$ cat src/rtl/seq_shifter_if.sv
// rtl/seq_shifter_if.sv - start/result handshake bundle for the multi-cycle shifter
interface seq_shifter_if #(
    parameter int WIDTH = 16
) ();
    localparam int AMT_W = $clog2(WIDTH);

    logic             start;
    logic [WIDTH-1:0] a;
    logic [AMT_W-1:0] amt;
    logic [1:0]       mode;
    logic             busy;
    logic             done;
    logic [WIDTH-1:0] outShift;
    logic             overflow;

    modport master (
        output start, a, amt, mode,
        input  busy, done, outShift, overflow
    );

    modport slave (
        input  start, a, amt, mode,
        output busy, done, outShift, overflow
    );
endinterface

$ cat src/rtl/seq_shifter.sv
// rtl/seq_shifter.sv - one-bit-per-clock shifter with SLL/SRL/SRA/ROL modes and lost-bit flag
module seq_shifter #(
    parameter int WIDTH = 16
) (
    input  logic           clk,
    input  logic           rst,
    seq_shifter_if.slave   bus
);
    localparam int AMT_W = $clog2(WIDTH);

    localparam logic [1:0] MODE_SLL = 2'b00;
    localparam logic [1:0] MODE_SRL = 2'b01;
    localparam logic [1:0] MODE_SRA = 2'b10;
    localparam logic [1:0] MODE_ROL = 2'b11;

    typedef enum logic [1:0] {
        IDLE  = 2'd0,
        SHIFT = 2'd1,
        DONE  = 2'd2
    } state_t;

    state_t           state_q, state_d;
    logic [WIDTH-1:0] out_q, out_d;
    logic [AMT_W-1:0] cnt_q, cnt_d;
    logic [1:0]       mode_q, mode_d;
    logic             ovf_q, ovf_d;

    always_ff @(posedge clk) begin
        if (rst) begin
            state_q <= IDLE;
            out_q   <= '0;
            cnt_q   <= '0;
            mode_q  <= MODE_SLL;
            ovf_q   <= 1'b0;
        end else begin
            state_q <= state_d;
            out_q   <= out_d;
            cnt_q   <= cnt_d;
            mode_q  <= mode_d;
            ovf_q   <= ovf_d;
        end
    end

    always_comb begin
        state_d = state_q;
        out_d   = out_q;
        cnt_d   = cnt_q;
        mode_d  = mode_q;
        ovf_d   = ovf_q;

        case (state_q)
            SHIFT: begin
                case (mode_q)
                    MODE_SLL: begin
                        out_d = {out_q[WIDTH-2:0], 1'b0};
                        ovf_d = ovf_q | out_q[WIDTH-1];
                    end
                    MODE_SRL: begin
                        out_d = {1'b0, out_q[WIDTH-1:1]};
                        ovf_d = ovf_q | out_q[0];
                    end
                    MODE_SRA: begin
                        out_d = {out_q[WIDTH-1], out_q[WIDTH-1:1]};
                        ovf_d = ovf_q | out_q[0];
                    end
                    default: begin
                        out_d = {out_q[WIDTH-2:0], out_q[WIDTH-1]};
                    end
                endcase
                cnt_d = cnt_q - AMT_W'(1);
                // cnt_q==1 means this shift is the last one
                if (cnt_q == AMT_W'(1)) begin
                    state_d = DONE;
                end
            end
            default: begin
                // IDLE and DONE both accept a new operation
                if (bus.start) begin
                    out_d   = bus.a;
                    cnt_d   = bus.amt;
                    mode_d  = bus.mode;
                    ovf_d   = 1'b0;
                    state_d = (bus.amt == '0) ? DONE : SHIFT;
                end else begin
                    state_d = IDLE;
                end
            end
        endcase
    end

    assign bus.busy     = (state_q == SHIFT);
    assign bus.done     = (state_q == DONE);
    assign bus.outShift = out_q;
    assign bus.overflow = ovf_q;
endmodule

$ cat src/flat_wrapper.sv
// flat-port wrapper written by rule: the top's interface ports become plain ports
module seq_shifter_flat 
#(
    parameter int WIDTH = 16
)
  (clk, rst, bus_start, bus_a, bus_amt, bus_mode, bus_busy, bus_done, bus_outShift, bus_overflow);
  seq_shifter_if #(.WIDTH(WIDTH)) bus_i ();
  input  logic clk;
  input  logic rst;
  input wire logic [$bits(bus_i.start)-1:0] bus_start;
  input wire logic [$bits(bus_i.a)-1:0] bus_a;
  input wire logic [$bits(bus_i.amt)-1:0] bus_amt;
  input wire logic [$bits(bus_i.mode)-1:0] bus_mode;
  output wire logic [$bits(bus_i.busy)-1:0] bus_busy;
  output wire logic [$bits(bus_i.done)-1:0] bus_done;
  output wire logic [$bits(bus_i.outShift)-1:0] bus_outShift;
  output wire logic [$bits(bus_i.overflow)-1:0] bus_overflow;
  assign bus_i.start = bus_start;
  assign bus_i.a = bus_a;
  assign bus_i.amt = bus_amt;
  assign bus_i.mode = bus_mode;
  assign bus_busy = bus_i.busy;
  assign bus_done = bus_i.done;
  assign bus_outShift = bus_i.outShift;
  assign bus_overflow = bus_i.overflow;
  seq_shifter #(.WIDTH(WIDTH)) u_core (.clk(clk), .rst(rst), .bus(bus_i));
endmodule
$ cat config.mk
export PLATFORM = sky130hd
export DESIGN_NAME = seq_shifter_flat
export DESIGN_NICKNAME = d
export VERILOG_FILES = /design/src/rtl/seq_shifter_if.sv /design/src/rtl/seq_shifter.sv /design/src/flat_wrapper.sv
export SDC_FILE = /design/constraint.sdc
export NUM_CORES = 1
export LEC_CHECK = 0
export ABC_CLOCK_PERIOD_IN_PS = 1800
export CAP_MARGIN = 20
export CORE_AREA = 3 3 69 71
export DETAILED_ROUTE_END_ITERATION = 10
export DIE_AREA = 0 0 72 74
export PLACE_DENSITY = 0.6
export SLEW_MARGIN = 0
export SYNTH_ARGS = -nofsm -noshare
export SYNTH_HDL_FRONTEND = slang
export SYNTH_SLANG_ARGS = --single-unit
$ cat constraint.sdc
create_clock -name clk -period 1.8 [get_ports clk]
set_input_delay 0.27 -clock clk [delete_from_list [all_inputs] [get_ports clk]]
set_output_delay 0.27 -clock clk [all_outputs]
set_load 0.005 [all_outputs]
# ---- Word-level counts from Yosys, hierarchy flattened
# Cells that the tools add are included.
dict set report op_classes {
  addsub 1
  n_reduce_logical 7
  n_bitwise 3
  mux 12
  n_eq_ne 8
}
# cell n
set ops {}
lappend ops {{case mux 16 bit (3 select lines)} 1}
lappend ops {{2-to-1 mux 16 bit} 2}
lappend ops {{2-to-1 mux 2 bit} 4}
lappend ops {{2-to-1 mux 4 bit} 2}
lappend ops {{AND reduction 2 bit} 3}
lappend ops {{== test 2 x 1 -> 1 bit (second input constant)} 2}
lappend ops {{== test 2 bit (second input constant)} 2}
lappend ops {{== test 4 x 1 -> 1 bit (second input constant)} 1}
lappend ops {{zero test 4 bit} 1}
lappend ops {{subtractor 4 x 1 -> 4 bit (second input constant)} 1}
lappend ops {{inequality test 3 x 2 -> 1 bit (second input constant)} 1}
lappend ops {{zero test 2 bit} 1}
lappend ops {{2-to-1 mux 1 bit} 2}
lappend ops {{inequality test 2 x 1 -> 1 bit (second input constant)} 1}
lappend ops {{inequality test 2 bit (second input constant)} 1}
lappend ops {{OR 1 bit} 2}
lappend ops {{case mux 1 bit (2 select lines)} 1}
lappend ops {{nonzero test 2 bit} 1}
lappend ops {{OR reduction 2 bit} 1}
lappend ops {{inverter 1 bit} 1}
dict set report totals {
  reg_bits 25
  output_inout_bits 19
  elab_cells 37
}

# ---- Longest topological paths before layout
# Gate-level depths: netlist of the first run.
dict set report logic_depth {
  depth_word 4
  depth_mapped 7
}

# ---- Least setup slack after synthesis of the first run
# Ideal clock, no wire load.
dict set report synth_timing {
  path_kind {reg2reg}
  startpoint {reg u_core.mode_q[0]}
  endpoint {reg u_core.out_q[10] (netlist: u_core.bus.outShift[10])}
  synth_period_minus_slack_ns 1.502
  stages_incl_launch_ff 8
  setup_slack_ns 0.298
  t_arrival_ns 1.364
  setup_time_ns 0.138
  cell_sequence {dfxtp_1 -> inv_1 -> ha_1 -> or2_1 -> buf_2 -> buf_6 -> a221oi_1 -> a211oi_1}
}
dict set report synth_via {
  elab_chain_len 3
  word_cells_on_any_way 5
  classes_between {eq/ne: 2; mux: 2; reduce/logical: 1}
}
# element line
set synth_rtl {}
lappend synth_rtl {{start: declaration} seq_shifter.sv:25} ;# logic [1:0] mode_q, mode_d;
lappend synth_rtl {{start signal: assignment} seq_shifter.sv:39} ;# mode_q <= mode_d;
lappend synth_rtl {{== test 2 bit, or another cell as far along} seq_shifter.sv:53} ;# case (mode_q)
lappend synth_rtl {{case mux 16 bit (3 select lines) (*)} seq_shifter.sv:53}
lappend synth_rtl {{2-to-1 mux 16 bit (*)} seq_shifter.sv:51} ;# case (state_q)
lappend synth_rtl {{end signal: assignment} seq_shifter.sv:37} ;# out_q <= out_d;
lappend synth_rtl {{end: declaration} seq_shifter.sv:23} ;# logic [WIDTH-1:0] out_q, out_d;
# Every way passes the cells marked *; elsewhere a longest branch is shown, timed or not.
# A chain may end at the register's enable or synchronous reset.

# ---- Worst setup path after layout of the first run
dict set report layout_timing {
  startpoint {reg u_core.state_q[1]}
  endpoint {out bus_busy}
}
dict set report layout_via {
  elab_chain_len 1
}
# element line
set layout_rtl {}
lappend layout_rtl {{start: declaration} seq_shifter.sv:22} ;# state_t state_q, state_d;
lappend layout_rtl {{start signal: assignment} seq_shifter.sv:36} ;# state_q <= state_d;
lappend layout_rtl {{== test 2 x 1 -> 1 bit} seq_shifter.sv:91} ;# assign bus.busy = (state_q == SHIFT);
lappend layout_rtl {{end: declaration} flat_wrapper.sv:14} ;# output wire logic [$bits(bus_i.busy)-1:0] bus_busy;
# No other way between the ends.

==> impl_metrics.json, run 1 <==
{
  "grt_setup_unrepaired": "false",
  "io_pins": 44,
  "crit_family": "buffers and inverters",
  "wl_met1_mm": 1.72,
  "n_antenna_cell": 0,
  "crit_path_cell_trace": "nand2b_1 > inv_4 > clkdlybuf4s50_1",
  "wl_per_cell_um": 15.4,
  "worstSetupStartpointType": "register",
  "grt_pass1_wl_mm": 5.89,
  "gr-total-overflow": 0,
  "ys_seq_elements": 25,
  "arrival_ns": 1.42,
  "avgSynthCellArea_um2": 9.57,
  "synth-xor-area-share": 0,
  "postRouteAntennaNets": 0,
  "stdcell_count": 230,
  "cts_hold_buf": 0,
  "reg2reg_to": "u_core.bus.outShift[12]",
  "vdd_ir_drop_max_mv": 0.269,
  "synthCells": 142,
  "synth.net_count": 173,
  "core-area_um2": 4290,
  "synth-edff-count": 0,
  "synthSimpleGateAreaFrac": 0.0884,
  "grt_usage": 0.136,
  "synthesis.area_um2": 1360,
  "worst_slew_pin_slew_ns": 0.402,
  "maxCapViolCount": 0,
  "io_buffers": 43,
  "rows": 24,
  "power.leakage_nw": 0.707,
  "antenna_found_initial": 0,
  "place_hpwl_mm": 2.41,
  "grt_max_degree": 44,
  "root_buffer": "clkbuf_8",
  "drive_gt1_frac": 0.0562,
  "place.gp.congestion": 0.823,
  "mostFrequentLayoutCell": "clkdlybuf4s50_1",
  "die_width_um": 72,
  "drv_slew": 0,
  "cts_made_buffers": 3,
  "place_ws_ns": 0.193,
  "dpl.cell_count": 226,
  "cts.htree.levels": 1,
  "final_cell_mix": "43 x clkdlybuf4s50_1, 25 x dfxtp_1, 18 x a211oi_1, 17 x mux2i_1, 15 x a221oi_1",
  "die_h_um": 74,
  "reg2reg_depth": 5,
  "async_flop_share": 0,
  "synthAdderAreaFrac": 0.0552,
  "cts_tree": "done",
  "wirelength_mm": 3.54,
  "met2_length_mm": 1.56,
  "routed_via_density": 5.49,
  "final.setup_skew_ns": 0.00223,
  "via_count": 1262,
  "synth_compound_area_frac": 0.283,
  "relSlewSlack": 0.732,
  "clock_latency_ns": 0.27,
  "critical_path_class": "reg2out",
  "synth_top_family_by_area": "compound AO/OA/AOI/OAI gates",
  "power.density_nw_per_um2": 772,
  "ys_seq_area_frac": 0.368,
  "cp_slowest_stage_delay_ns": 0.51,
  "finish.utilization": 0.432,
  "path_depth": 3,
  "grt_pass1_vias": 1241,
  "clk_path_buf_depth": 2,
  "dr.pass1.iters": 4,
  "hold_class": "reg2reg",
  "highest_layer": "met4",
  "cp.required_ns": 1.53,
  "status": "finished, final reports clean",
  "crit-reg2reg-launch": "u_core.mode_q[0]",
  "path_max_fanout": 10,
  "crit_slowest_cell": "clkdlybuf4s50_1",
  "yosysTopAreaCell": "dfxtp_1",
  "hold_violations": 0,
  "cp-endpoint": "bus_busy",
  "hold_depth": 2,
  "cts_resized": 0,
  "yosys-mux-area-fraction": 0.125,
  "drt_iter0_drc": 81,
  "worstSetupEndpointType": "output port",
  "crit_buf_inv": 2,
  "ys_types": 30,
  "start_util": 0.316,
  "worst_slack_ns": 0.110,
  "synthFlopType": "dfxtp_1",
  "synth_top_area_frac": 0.368,
  "fin_tns_setup_ns": 0,
  "cts.sinks": 25,
  "period_share": 0.939,
  "die-area_um2": 5330,
  "drc": 0,
  "wl_met3_um": 233,
  "startpoint": "u_core.state_q[1]",
  "setup_viol": 0,
  "cts_setup_buffers": 0,
  "timing.fmax_mhz": 592,
  "rrSetupSlack_ns": 0.18,
  "area_growth_pct": 36.6,
  "fin_crit_ns": 1.69,
  "cts.clk_slew.worst_paths_ns": 0.09,
  "netlist_top_cells_area": "dfxtp_1 37%, mux2i_1 13%, a211oi_1 9.9%",
  "yosys_warnings": 0,
  "nNetsFinal": 210
}
==> layout make-up <==
| type | count | area, um^2 |
|---|---|---|
| clock buffer | 3 | 41.3 |
| clock inverter | 1 | 5.00 |
| fill | 435 | 2440 |
| inverter | 7 | 28.8 |
| multi-input combinational | 96 | 749 |
| sequential | 25 | 500 |
| tap | 52 | 65.1 |
| timing repair buffer | 46 | 465 |
==> cell usage after synthesis, types with 2 or more instances <==
cell and n:
nor2b_1 4, nand2_1 2, clkbuf_1 3, ha_1 6, o21ai_0 7, buf_2 6, a21oi_1 4, a221oi_1 15
dfxtp_1 25, a31oi_1 3, or3_1 3, mux2i_1 17, a211oi_1 18, nand3_1 6, inv_1 6, buf_6 2
buf_4 2
==> metal layers <==
| layer | vias up | GRT usage |
|---|---|---|
| li1 | 618 | - |
| met1 | 589 | 0.186 |
| met2 | 53 | 0.219 |
| met3 | 2 | 0.0284 |
| met4 | 0 | 0.0355 |
| met5 | - | 0 |
==> sequential cells by signal, summed over array words and instances, names as in the netlist <==
name                 flops
u_core.bus.outShift     16
u_core.mode_q            2
u_core.bus.overflow      1
u_core.cnt_q             4
u_core.state_q           2
==> worst register-to-register path: cells and delay by family, from the launching register on <==
kind / cells / cell delay [ns]
buffers and inverters: 1 / 0.08
AO/OA/AOI/OAI: 2 / 0.39
AND/OR/NAND/NOR: 1 / 0.42
flip-flops: 1 / 0.39
adder cells (fa/ha/maj): 1 / 0.20
==> metrics by stage <==
| step | total power [mW] | hold WS, ns | cell area [um^2] |
|---|---|---|---|
| floorplan | 0.914 | 0.418 | 1360 |
| global route | 1.52 | 0.537 | 1860 |
| global placement | 1.10 | 0.469 | 1810 |
| CTS | 1.44 | 0.486 | 1850 |
| detailed placement | 1.10 | 0.473 | 1810 |
| finish | 1.43 | 0.489 | 1860 |
==> power breakdown <==
group	internal, mW	leakage (nW)	switching, mW
sequential	0.615	0.207	0.0660
combinational	0.234	0.474	0.179
clock	0.155	0.0255	0.183
==> worst min-delay path by stage <==
stage	start	end
after detailed placement	u_core.bus.overflow	u_core.bus.overflow
after floorplan	bus_mode[0]	u_core.mode_q[0]
after global placement	u_core.bus.overflow	u_core.bus.overflow
after global routing	u_core.bus.overflow	u_core.bus.overflow
final	u_core.bus.overflow	u_core.bus.overflow
after CTS	u_core.bus.overflow	u_core.bus.overflow
==> cells by family after synthesis <==
family | Yosys count
buffers and inverters | 21
AND/OR/NAND/NOR | 21
flip-flops | 25
AO/OA/AOI/OAI | 52
multiplexers | 17
adder cells (fa/ha/maj) | 6
(Power assumes the default switching activity.)
==> run 2: changes to the inputs <==
Settings changed: MAX_ROUTING_LAYER from default to met4, REMOVE_ABC_BUFFERS from default to 1.
==> run 2 against run 1 <==
Effect of this change: sequential power hardly changed; clock power is 2% lower; non-clock buffer count is 3 higher; worst setup slack better by 0.041 ns; register-to-register slack worse by 0.03 ns; hold slack better by 0.0068 ns; sequential cell count stayed put; via count is 0.16% lower; clock-buffer cell count stayed put.
==> impl_metrics.json, run 2 (same netlist as run 1, synthesis figures left out) <==
{
  "vdd_ir_drop_max_mv": 0.260,
  "fin_crit_ns": 1.65,
  "timing.fmax_mhz": 606,
  "hold_violations": 0,
  "root_buffer": "clkbuf_8",
  "drive_gt1_frac": 0.0718,
  "wirelength_mm": 3.71,
  "cp.required_ns": 1.95,
  "area_growth_pct": 38.5,
  "setup_viol": 0,
  "final_cell_mix": "43 x clkdlybuf4s50_1, 25 x dfxtp_1, 18 x a211oi_1, 17 x mux2i_1, 14 x a221oi_1",
  "worstSetupEndpointType": "register",
  "power.density_nw_per_um2": 765,
  "core-area_um2": 4290,
  "postRouteAntennaNets": 0,
  "drt_iter0_drc": 27,
  "place.gp.congestion": 0.829,
  "finish.utilization": 0.438,
  "final.setup_skew_ns": 0.00411,
  "hold_class": "reg2reg",
  "period_share": 0.916,
  "relSlewSlack": 0.653,
  "place_ws_ns": 0.151,
  "grt_usage": 0.145,
  "place_hpwl_mm": 2.72,
  "worst_slack_ns": 0.151,
  "worstSetupStartpointType": "register",
  "die-area_um2": 5330,
  "clk_path_buf_depth": 2,
  "critical_path_class": "reg2reg",
  "timing.hold.ws_ns": 0.496,
  "path_max_fanout": 14,
  "dr.pass1.iters": 4,
  "cts_made_buffers": 3,
  "drc": 0,
  "grt_setup_unrepaired": "false",
  "grt_max_degree": 44,
  "n_antenna_cell": 0,
  "cts_tree": "done",
  "gr-total-overflow": 0,
  "routed_via_density": 5.41,
  "nNetsFinal": 213,
  "via_count": 1260,
  "io_buffers": 43,
  "die_h_um": 74,
  "io_pins": 44,
  "antenna_found_initial": 0,
  "start_util": 0.316,
  "worst_slew_pin_slew_ns": 0.520,
  "arrival_ns": 1.80,
  "power.leakage_nw": 0.726,
  "clock_latency_ns": 0.27,
  "wl_per_cell_um": 15.9,
  "mostFrequentLayoutCell": "clkdlybuf4s50_1",
  "largest_reg_flops": 16,
  "cts.sinks": 25,
  "grt_pass1_wl_mm": 6.00,
  "die_width_um": 72,
  "rows": 24,
  "maxCapViolCount": 0,
  "cts.htree.levels": 1,
  "p_total_mw": 1.44,
  "cts.clk_slew.worst_paths_ns": 0.09,
  "fin_tns_setup_ns": 0,
  "status": "finished, final reports clean",
  "drv_slew": 0,
  "grt_pass1_vias": 1273,
  "nFillCells": 414
}
## run 2: cell count changes in the layout (fill, tap and decap cells not counted), sizes merged
cell | previous run | this run
buf | 3 | 6
## run 2: area by class of cell
cell class	count	area (um^2)	area share
Timing Repair Buffer	49	488	0.259
Inverter	7	26.3	0.0140
Multi-Input combinational cell	96	756	0.402
Clock inverter	1	5.00	0.00266
Tap cell	52	65.1	0.0346
Sequential cell	25	500	0.266
Clock buffer	3	41.3	0.0219
## run 2: worst max-delay path, stage by stage, from the launching register on
cell and delay (ns):
dfxtp_1 0.41, inv_1 0.08, ha_1 0.20, or2_1 0.42
a221oi_1 0.33, a211oi_1 0.09
## run 2: what timing repair did
item | in CTS | in global routing
endpoints found under the setup margin | 0 | 1
buffers inserted | 0 | 0
resized for setup | 0 | 1
hold buffers | 0 | 0
## run 2: stage by stage
stage,instances,instance area (um^2)
global route,233,1880
floorplan,128,1280
detailed placement,229,1830
CTS,233,1880
finish,233,1880
global placement,229,1830
## run 2: path summary, 6_finish.rpt
kind / endpoint / slack, ns / startpoint / cells after the start
setup / recovery: u_core.bus.outShift[13] / 0.15 / u_core.mode_q[0] / 5
hold reg to reg: u_core.bus.overflow / 0.50 / u_core.bus.overflow / 2
setup reg to reg: u_core.bus.outShift[13] / 0.15 / u_core.mode_q[0] / 5
hold / removal: u_core.bus.overflow / 0.50 / u_core.bus.overflow / 2
## run 2: layer usage
layer,up-vias,track usage,share of wire
li1,627,-,-
met1,600,0.180,0.46
met2,33,0.252,0.50
met3,0,0.0176,0.043
met4,0,0.0376,0
met5,-,-,0
## run 2: power by group
group	leakage [nW]	switching (mW)	internal [mW]
clock	0.0255	0.176	0.155
sequential	0.207	0.0665	0.615
combinational	0.493	0.184	0.243
